[config.mk]
export PLATFORM = sky130hd
export DESIGN_NAME = bitonic_sort_ctrl
export DESIGN_NICKNAME = d
export VERILOG_FILES = /design/src/rtl/bitonic_pkg.sv /design/src/rtl/bitonic_sort_ctrl_fifo.sv /design/src/rtl/bitonic_sort_ctrl.sv
export SDC_FILE = /design/constraint.sdc
export NUM_CORES = 1
export LEC_CHECK = 0
export ABC_CLOCK_PERIOD_IN_PS = 8720
export BUFFER_PORTS_ARGS = -buffer_cell sky130_fd_sc_hd__buf_2
export CAP_MARGIN = 10
export CORE_AREA = 2 2 199 201
export DETAILED_ROUTE_END_ITERATION = 16
export DIE_AREA = 0 0 201 203
export PLACE_DENSITY = 0.64
export SYNTH_ARGS = -nofsm -noshare
export SYNTH_HDL_FRONTEND = slang
export SYNTH_SLANG_ARGS = --single-unit
[constraint.sdc]
create_clock -name clk -period 8.72 [get_ports clk]
set_clock_uncertainty 0.15 [all_clocks]
set_input_delay 0.436 -clock clk [delete_from_list [all_inputs] [get_ports clk]]
set_output_delay 0.436 -clock clk [all_outputs]
set_load 0.02 [all_outputs]
[src/rtl/bitonic_pkg.sv]
// Shared types, constants and helper functions for the bitonic sort frame controller.
package bitonic_pkg;

  localparam int FIFO_DEPTH = 2;

  typedef enum logic {
    ST_FILL   = 1'b0,
    ST_LAUNCH = 1'b1
  } fill_state_t;

  // Pad value that always sorts behind every real element for the given ordering.
  function automatic logic [63:0] pad_value(input int dw, input bit polarity, input bit is_signed);
    logic [63:0] v;
    v = '0;
    for (int i = 0; i < 64; i++) begin
      if (i < dw) v[i] = ~polarity;
    end
    if (is_signed) v[dw-1] = ~v[dw-1];
    return v;
  endfunction

  function automatic int default_latency(input int order, input bit pipe_reg);
    return pipe_reg ? ((order + 1) * (order + 2)) / 2 : 1;
  endfunction

endpackage

[src/rtl/bitonic_sort_ctrl_fifo.sv]
// Two-entry frame buffer holding {count, sorted vector} pairs between network and serializer.
module bitonic_frame_fifo
  import bitonic_pkg::*;
#(
  parameter int DATA_WIDTH = 16,
  parameter int N          = 8,
  parameter int CW         = 4
) (
  input  logic                    clk,
  input  logic                    rst_n,
  input  logic                    i_push,
  input  logic [CW-1:0]           i_push_cnt,
  input  logic [N*DATA_WIDTH-1:0] i_push_vec,
  input  logic                    i_pop,
  output logic [1:0]              o_occ,
  output logic [CW-1:0]           o_head_cnt,
  output logic [N*DATA_WIDTH-1:0] o_head_vec
);

  logic [CW-1:0]           r_cnt_mem [FIFO_DEPTH];
  logic [N*DATA_WIDTH-1:0] r_vec_mem [FIFO_DEPTH];
  logic                    r_wptr;
  logic                    r_rptr;
  logic [1:0]              r_occ;
  logic                    w_push_ok;
  logic                    w_pop_ok;

  assign w_pop_ok  = i_pop && (r_occ != 2'd0);
  assign w_push_ok = i_push && ((r_occ != 2'(FIFO_DEPTH)) || w_pop_ok);

  // NOTE: storage is deliberately not reset; occupancy alone decides what is valid.
  always_ff @(posedge clk) begin
    if (w_push_ok) begin
      r_cnt_mem[r_wptr] <= i_push_cnt;
      r_vec_mem[r_wptr] <= i_push_vec;
    end
  end

  // NOTE: sequential state uses non-blocking assignments so every flop samples pre-edge values.
  always_ff @(posedge clk or negedge rst_n) begin
    if (!rst_n) begin
      r_wptr <= 1'b0;
      r_rptr <= 1'b0;
      r_occ  <= 2'd0;
    end else begin
      if (w_push_ok) r_wptr <= ~r_wptr;
      if (w_pop_ok)  r_rptr <= ~r_rptr;
      case ({w_push_ok, w_pop_ok})
        2'b10:   r_occ <= r_occ + 2'd1;
        2'b01:   r_occ <= r_occ - 2'd1;
        default: r_occ <= r_occ;
      endcase
    end
  end

  assign o_occ      = r_occ;
  assign o_head_cnt = r_cnt_mem[r_rptr];
  assign o_head_vec = r_vec_mem[r_rptr];

endmodule

[src/rtl/bitonic_sort_ctrl.sv]
// Frame controller around a pipelined bitonic sorting network.
// Optional statistics counters are enabled with `define BITONIC_SORT_CTRL_STATS_EN.
module bitonic_sort_ctrl
  import bitonic_pkg::*;
#(
  parameter int DATA_WIDTH = 16,
  parameter int ORDER      = 2,
  parameter int POLARITY   = 0,
  parameter int SIGNED     = 0,
  parameter int LATENCY    = default_latency(ORDER, 1'b1)
) (
  input  logic                                 clk,
  input  logic                                 rst_n,
  input  logic                                 s_valid,
  output logic                                 s_ready,
  input  logic [DATA_WIDTH-1:0]                s_data,
  input  logic                                 s_last,
  output logic [DATA_WIDTH*(2**(ORDER+1))-1:0] sort_data_o,
  input  logic [DATA_WIDTH*(2**(ORDER+1))-1:0] sort_data_i,
  output logic                                 m_valid,
  input  logic                                 m_ready,
  output logic [DATA_WIDTH-1:0]                m_data,
  output logic                                 m_last
`ifdef BITONIC_SORT_CTRL_STATS_EN
  ,
  output logic [31:0]                          stat_frames,
  output logic [31:0]                          stat_stall
`endif
);

  localparam int N  = 2 ** (ORDER + 1);
  localparam int IW = $clog2(N);
  localparam int CW = $clog2(N + 1);
  localparam logic [DATA_WIDTH-1:0] PAD =
    DATA_WIDTH'(pad_value(DATA_WIDTH, POLARITY != 0, SIGNED != 0));

  fill_state_t                      r_state;
  fill_state_t                      w_state_nxt;
  logic                             r_rdy_en;
  logic [IW-1:0]                    r_widx;
  logic [CW-1:0]                    r_cnt;
  logic [N-1:0][DATA_WIDTH-1:0]     r_fill;
  logic                             w_accept;
  logic                             w_last_beat;
  logic                             w_launch;
  logic                             w_credit;
  int                               w_inflight;
  logic [LATENCY-1:0]               r_vld;
  logic [CW-1:0]                    r_tag_cnt [LATENCY];
  logic                             w_push;
  logic                             w_pop;
  logic [1:0]                       w_occ;
  logic [CW-1:0]                    w_head_cnt;
  logic [N-1:0][DATA_WIDTH-1:0]     w_head_vec;
  logic [IW-1:0]                    r_ridx;

  // s_ready is held low for the first cycle after reset release.
  always_ff @(posedge clk or negedge rst_n) begin
    if (!rst_n) r_rdy_en <= 1'b0;
    else        r_rdy_en <= 1'b1;
  end

  assign s_ready     = r_rdy_en && (r_state == ST_FILL);
  assign w_accept    = s_valid && s_ready;
  assign w_last_beat = s_last || (r_widx == IW'(N - 1));
  assign sort_data_o = r_fill;

  // Credit counts registered state only, so a same-cycle pop never frees a slot early.
  always_comb begin
    w_inflight = 0;
    for (int i = 0; i < LATENCY; i++) begin
      if (r_vld[i]) w_inflight++;
    end
    w_credit = (w_inflight + int'(w_occ)) < FIFO_DEPTH;
  end

  always_ff @(posedge clk or negedge rst_n) begin
    if (!rst_n) r_state <= ST_FILL;
    else        r_state <= w_state_nxt;
  end

  // NOTE: every output of this block is given a default first so no latch is inferred.
  always_comb begin
    w_state_nxt = r_state;
    w_launch    = 1'b0;
    case (r_state)
      ST_FILL: begin
        if (w_accept && w_last_beat) w_state_nxt = ST_LAUNCH;
      end
      ST_LAUNCH: begin
        if (w_credit) begin
          w_launch    = 1'b1;
          w_state_nxt = ST_FILL;
        end
      end
      default: w_state_nxt = ST_FILL;
    endcase
  end

  always_ff @(posedge clk or negedge rst_n) begin
    if (!rst_n) begin
      r_fill <= '0;
      r_widx <= '0;
      r_cnt  <= '0;
    end else begin
      if (w_accept) begin
        r_fill[r_widx] <= s_data;
        if (w_last_beat) begin
          r_cnt <= CW'(r_widx) + CW'(1);
          for (int i = 0; i < N; i++) begin
            if (i > int'(r_widx)) r_fill[i] <= PAD;
          end
        end else begin
          r_widx <= r_widx + IW'(1);
        end
      end
      if (w_launch) r_widx <= '0;
    end
  end

  // Tag pipeline mirroring the network latency; the tail marks a sorted vector at sort_data_i.
  always_ff @(posedge clk or negedge rst_n) begin
    if (!rst_n) begin
      r_vld <= '0;
      for (int i = 0; i < LATENCY; i++) r_tag_cnt[i] <= '0;
    end else begin
      r_vld[0]     <= w_launch;
      r_tag_cnt[0] <= r_cnt;
      for (int i = 1; i < LATENCY; i++) begin
        r_vld[i]     <= r_vld[i-1];
        r_tag_cnt[i] <= r_tag_cnt[i-1];
      end
    end
  end

  assign w_push = r_vld[LATENCY-1];

  bitonic_frame_fifo #(
    .DATA_WIDTH (DATA_WIDTH),
    .N          (N),
    .CW         (CW)
  ) u_frame_fifo (
    .clk        (clk),
    .rst_n      (rst_n),
    .i_push     (w_push),
    .i_push_cnt (r_tag_cnt[LATENCY-1]),
    .i_push_vec (sort_data_i),
    .i_pop      (w_pop),
    .o_occ      (w_occ),
    .o_head_cnt (w_head_cnt),
    .o_head_vec (w_head_vec)
  );

  assign m_valid = (w_occ != 2'd0);
  assign m_data  = m_valid ? w_head_vec[r_ridx] : '0;
  assign m_last  = m_valid && ((CW'(r_ridx) + CW'(1)) == w_head_cnt);
  assign w_pop   = m_valid && m_ready && m_last;

  always_ff @(posedge clk or negedge rst_n) begin
    if (!rst_n) begin
      r_ridx <= '0;
    end else if (m_valid && m_ready) begin
      r_ridx <= m_last ? '0 : r_ridx + IW'(1);
    end
  end

`ifdef BITONIC_SORT_CTRL_STATS_EN
  logic [31:0] r_stat_frames;
  logic [31:0] r_stat_stall;

  always_ff @(posedge clk or negedge rst_n) begin
    if (!rst_n) begin
      r_stat_frames <= '0;
      r_stat_stall  <= '0;
    end else begin
      if (w_pop && (r_stat_frames != '1)) r_stat_frames <= r_stat_frames + 32'd1;
      if ((r_state == ST_LAUNCH) && !w_credit && (r_stat_stall != '1))
        r_stat_stall <= r_stat_stall + 32'd1;
    end
  end

  assign stat_frames = r_stat_frames;
  assign stat_stall  = r_stat_stall;
`endif

endmodule

==> flow_summary.toml <==
[synthesis]
synth_top_area_share_pct = 46.2
syn_inst = 1101
ys_warn_count = 0
ys_ff_latch = 438
synth_edf_count = 264
synth_fp_nets = 1263
yosys.area.top_type = "edfxtp_1"
yosys-top-cells-area = "edfxtp_1, dfrtp_1, mux4_2"
synth_flop_cell = "edfxtp_1"
ys_seq_area_share_pct = 71.6
synth-async-reset-ratio_pct = 39.7
synth_cell_types = 46
avgSynthCellArea_um2 = 15.6
syn-cell-area_um2 = 17100

[clocking]
htreeDepth = 2
cts_tree = "built"
clk_latency_ns = 0.57
cts.sinks = 438
cts_buffers = 46
ctsResizeCount = 0
path_clk_slew_ns = 0.06
root_buffer = "clkbuf_16"
cts.path.max_buffers = 3
post_cts_buffers = 0

[timing]
fmax_mhz = 217
fin_tns_setup_ns = 0
grt_setup_unrepaired = "no"
min_period_ns = 4.60
setup_viol = 0
whs_ns = 0.0631
hold_viol = 0
max_slew_margin_pct = 19.3
period_share_pct = 52.7
worst_pin_slew_ns = 1.20
setup_ws_ns = 4.12
final-max-slew-violation-count = 0

[global_route]
busiest_layer = "met2"
grt_max_degree = 99
grt_pass1_wl_um = 65900
grt_util_met1_pct = 27.6
grt_util_met3_pct = 7.43
grt_overflow = 0
grt_use_met2_pct = 33.8
groute.usage.overall_pct = 21.1
grt_antenna_before_repair = 6
grt_pass1_vias = 11200

[setup_path]
r2r_cells = 7
slowest_delay_ns = 1.06
critPathCapture = "u_frame_fifo.r_vec_mem[0][19]"
critPathMaxFanout = 98
required_ns = 8.78
crit_chain = "ha_1 -> xnor2_1 -> nor4_2 -> and3_1 -> o21ai_1 -> nor2_4 -> buf_12"
rrSetupSlack_ns = 4.12
cp-startpoint = "r_ridx[1]"
crit_slowest_cell = "dfrtp_4"
startpoint_type = "flop"
crit_arrival_ns = 4.66
criticalPathCategory = "reg2reg"
endpoint_kind = "flop"
r2r-end = "u_frame_fifo.r_vec_mem[0][19]"
timing.rr.start = "r_ridx[1]"

[placement]
numPlacedInstances = 1854
globalplace.congestion = 0.779
place_ws_ns = 4.04
place_area_um2 = 19100
post-dp-hpwl_um = 26200
port_buffers = 295

[detailed_routing]
routed_wl_um = 42700
viasPerCell = 5.20
drc = 0
vias = 10800
antenna_left = 0
drtIter0Drc = 694
drt_pass1_iterations = 5
wl_per_cell_um = 20.6

[cells_and_area]
fin_cells = 2075
layout-drive-gt1-share_pct = 31.4
final_common_cell = "buf_2"
layout_common_cells = "buf_2, edfxtp_1, nand2_1, dfrtp_1, dlygate4sd3_1"
syn_to_final_growth_pct = 27.5
multi_input_area_um2 = 4520
nets = 1676
fin_area_um2 = 21900
n_fill_cell = 3072
seqCellArea_um2 = 12300

[pwr]
p_int_w = 0.00468
combPwrFrac_pct = 29.9
power.share.clock_pct = 27.4
p_leak_nw = 8.48
netSwitchingPower_w = 0.00228
peakVddDrop_mv = 0.206
pwr-share-seq_pct = 42.7
cellPowerDensity_nw_per_um2 = 318
switching_share_pct = 32.7

[die]
io_pins = 296
core-area_um2 = 38500
chipWidth_um = 201
rows = 72
die_area_um2 = 40800
start_util_pct = 44.6
die_h_um = 203

[flow_run]
cap_violations = 0

[hold_path]
worstHoldPathType = "in2reg"

[status]
status = "finished clean"
[through the flow]
step,utilization [%],power (W)
floorplan,-,0.00442
global placement,49.6,0.00504
detailed placement,49.6,0.00506
CTS,56.8,0.00704
global route,56.8,0.00733
finish,56.8,0.00696
[routing by layer]
metal,vias up,share of wire (%)
met5,-,0.045
li1,4857,-
met3,58,9.3
met1,5481,41
met4,4,2.1
met2,397,48
[repair_timing]
action	in CTS	in global routing
endpoints found under the setup margin	0	0
hold buffers	130	0
endpoints found under the hold margin	350	0
[power by group through the flow]
| stage | clock, W | combinational [W] | sequential [W] |
|---|---|---|---|
| final | 0.00191 | 0.00208 | 0.00297 |
| after global routing | 0.00204 | 0.00226 | 0.00303 |
| after CTS | 0.00195 | 0.00211 | 0.00298 |
| after detailed placement | 0 | 0.00206 | 0.00300 |
| after global placement | 0 | 0.00204 | 0.00299 |
| after floorplan | 0 | 0.00128 | 0.00314 |
[kinds of logic (layout without fill, tap and decap cells)]
| logic type | after synthesis | in the layout | share of synthesized area [%] |
|---|---|---|---|
| and+or+nand+nor | 425 | 425 | 11.2 |
| adders and majority gates | 13 | 13 | 0.993 |
| AOI/OAI and AO/OA | 21 | 21 | 0.737 |
| muxes | 108 | 108 | 12.3 |
| DFF | 438 | 438 | 71.6 |
| other | 1 | 6 | 0.0219 |
| xor gates and xnor gates | 16 | 16 | 0.985 |
| buffers and inverters | 79 | 530 | 2.10 |
[synthesized netlist by cell type, drive strengths merged, types with 9 or more instances]
cell type / number
inv: 9
clkbuf: 45
buf: 25
ha: 12
and2: 18
mux2: 21
o21ai: 12
mux4: 80
edfxtp: 264
nand2: 241
xnor2: 10
nor2: 12
dfrtp: 174
nand3: 125
[worst min-delay path by stage]
stage,from,endpoint,slack [ns],depth (start not counted)
finish,s_data[6],sort_data_o[86],0.06,3
global route,s_data[1],sort_data_o[33],0.05,3
CTS,s_data[1],sort_data_o[65],0.03,3
detailed placement,r_tag_cnt[5],r_tag_cnt[1],0.19,0
global placement,r_tag_cnt[11],r_tag_cnt[7],0.18,0
floorplan,rst_n,r_cnt[0],-0.01,0
[state kept, by name, summed over array words and instances (netlist names)]
signal	flops
u_frame_fifo.o_occ	2
u_frame_fifo.r_rptr	1
u_frame_fifo.r_wptr	1
r_state	1
sort_data_o	128
u_frame_fifo.r_vec_mem	256
r_ridx	3
r_tag_cnt	24
r_vld	6
r_widx	3
r_cnt	4
r_rdy_en	1
u_frame_fifo.r_cnt_mem	8
[worst max-delay path: cells and delay by family, from the launching register on]
kind | cells | cell delay [ns]
compound gates | 1 | 0.21
xor+xnor | 1 | 0.15
flops | 1 | 1.06
fa+ha+maj | 1 | 0.41
simple gates | 3 | 1.64
buf+inv | 1 | 0.48
[cell type report]
type	count	area share [%]
tap	518	2.97
antenna	5	0.0572
sequential	438	56.2
clock inverter	22	0.899
clock buffer	64	5.86
multi-input combinational	584	20.7
timing repair buffer	435	13.1
inverter	9	0.155
Note: power is estimated with default switching activity, not from simulation.
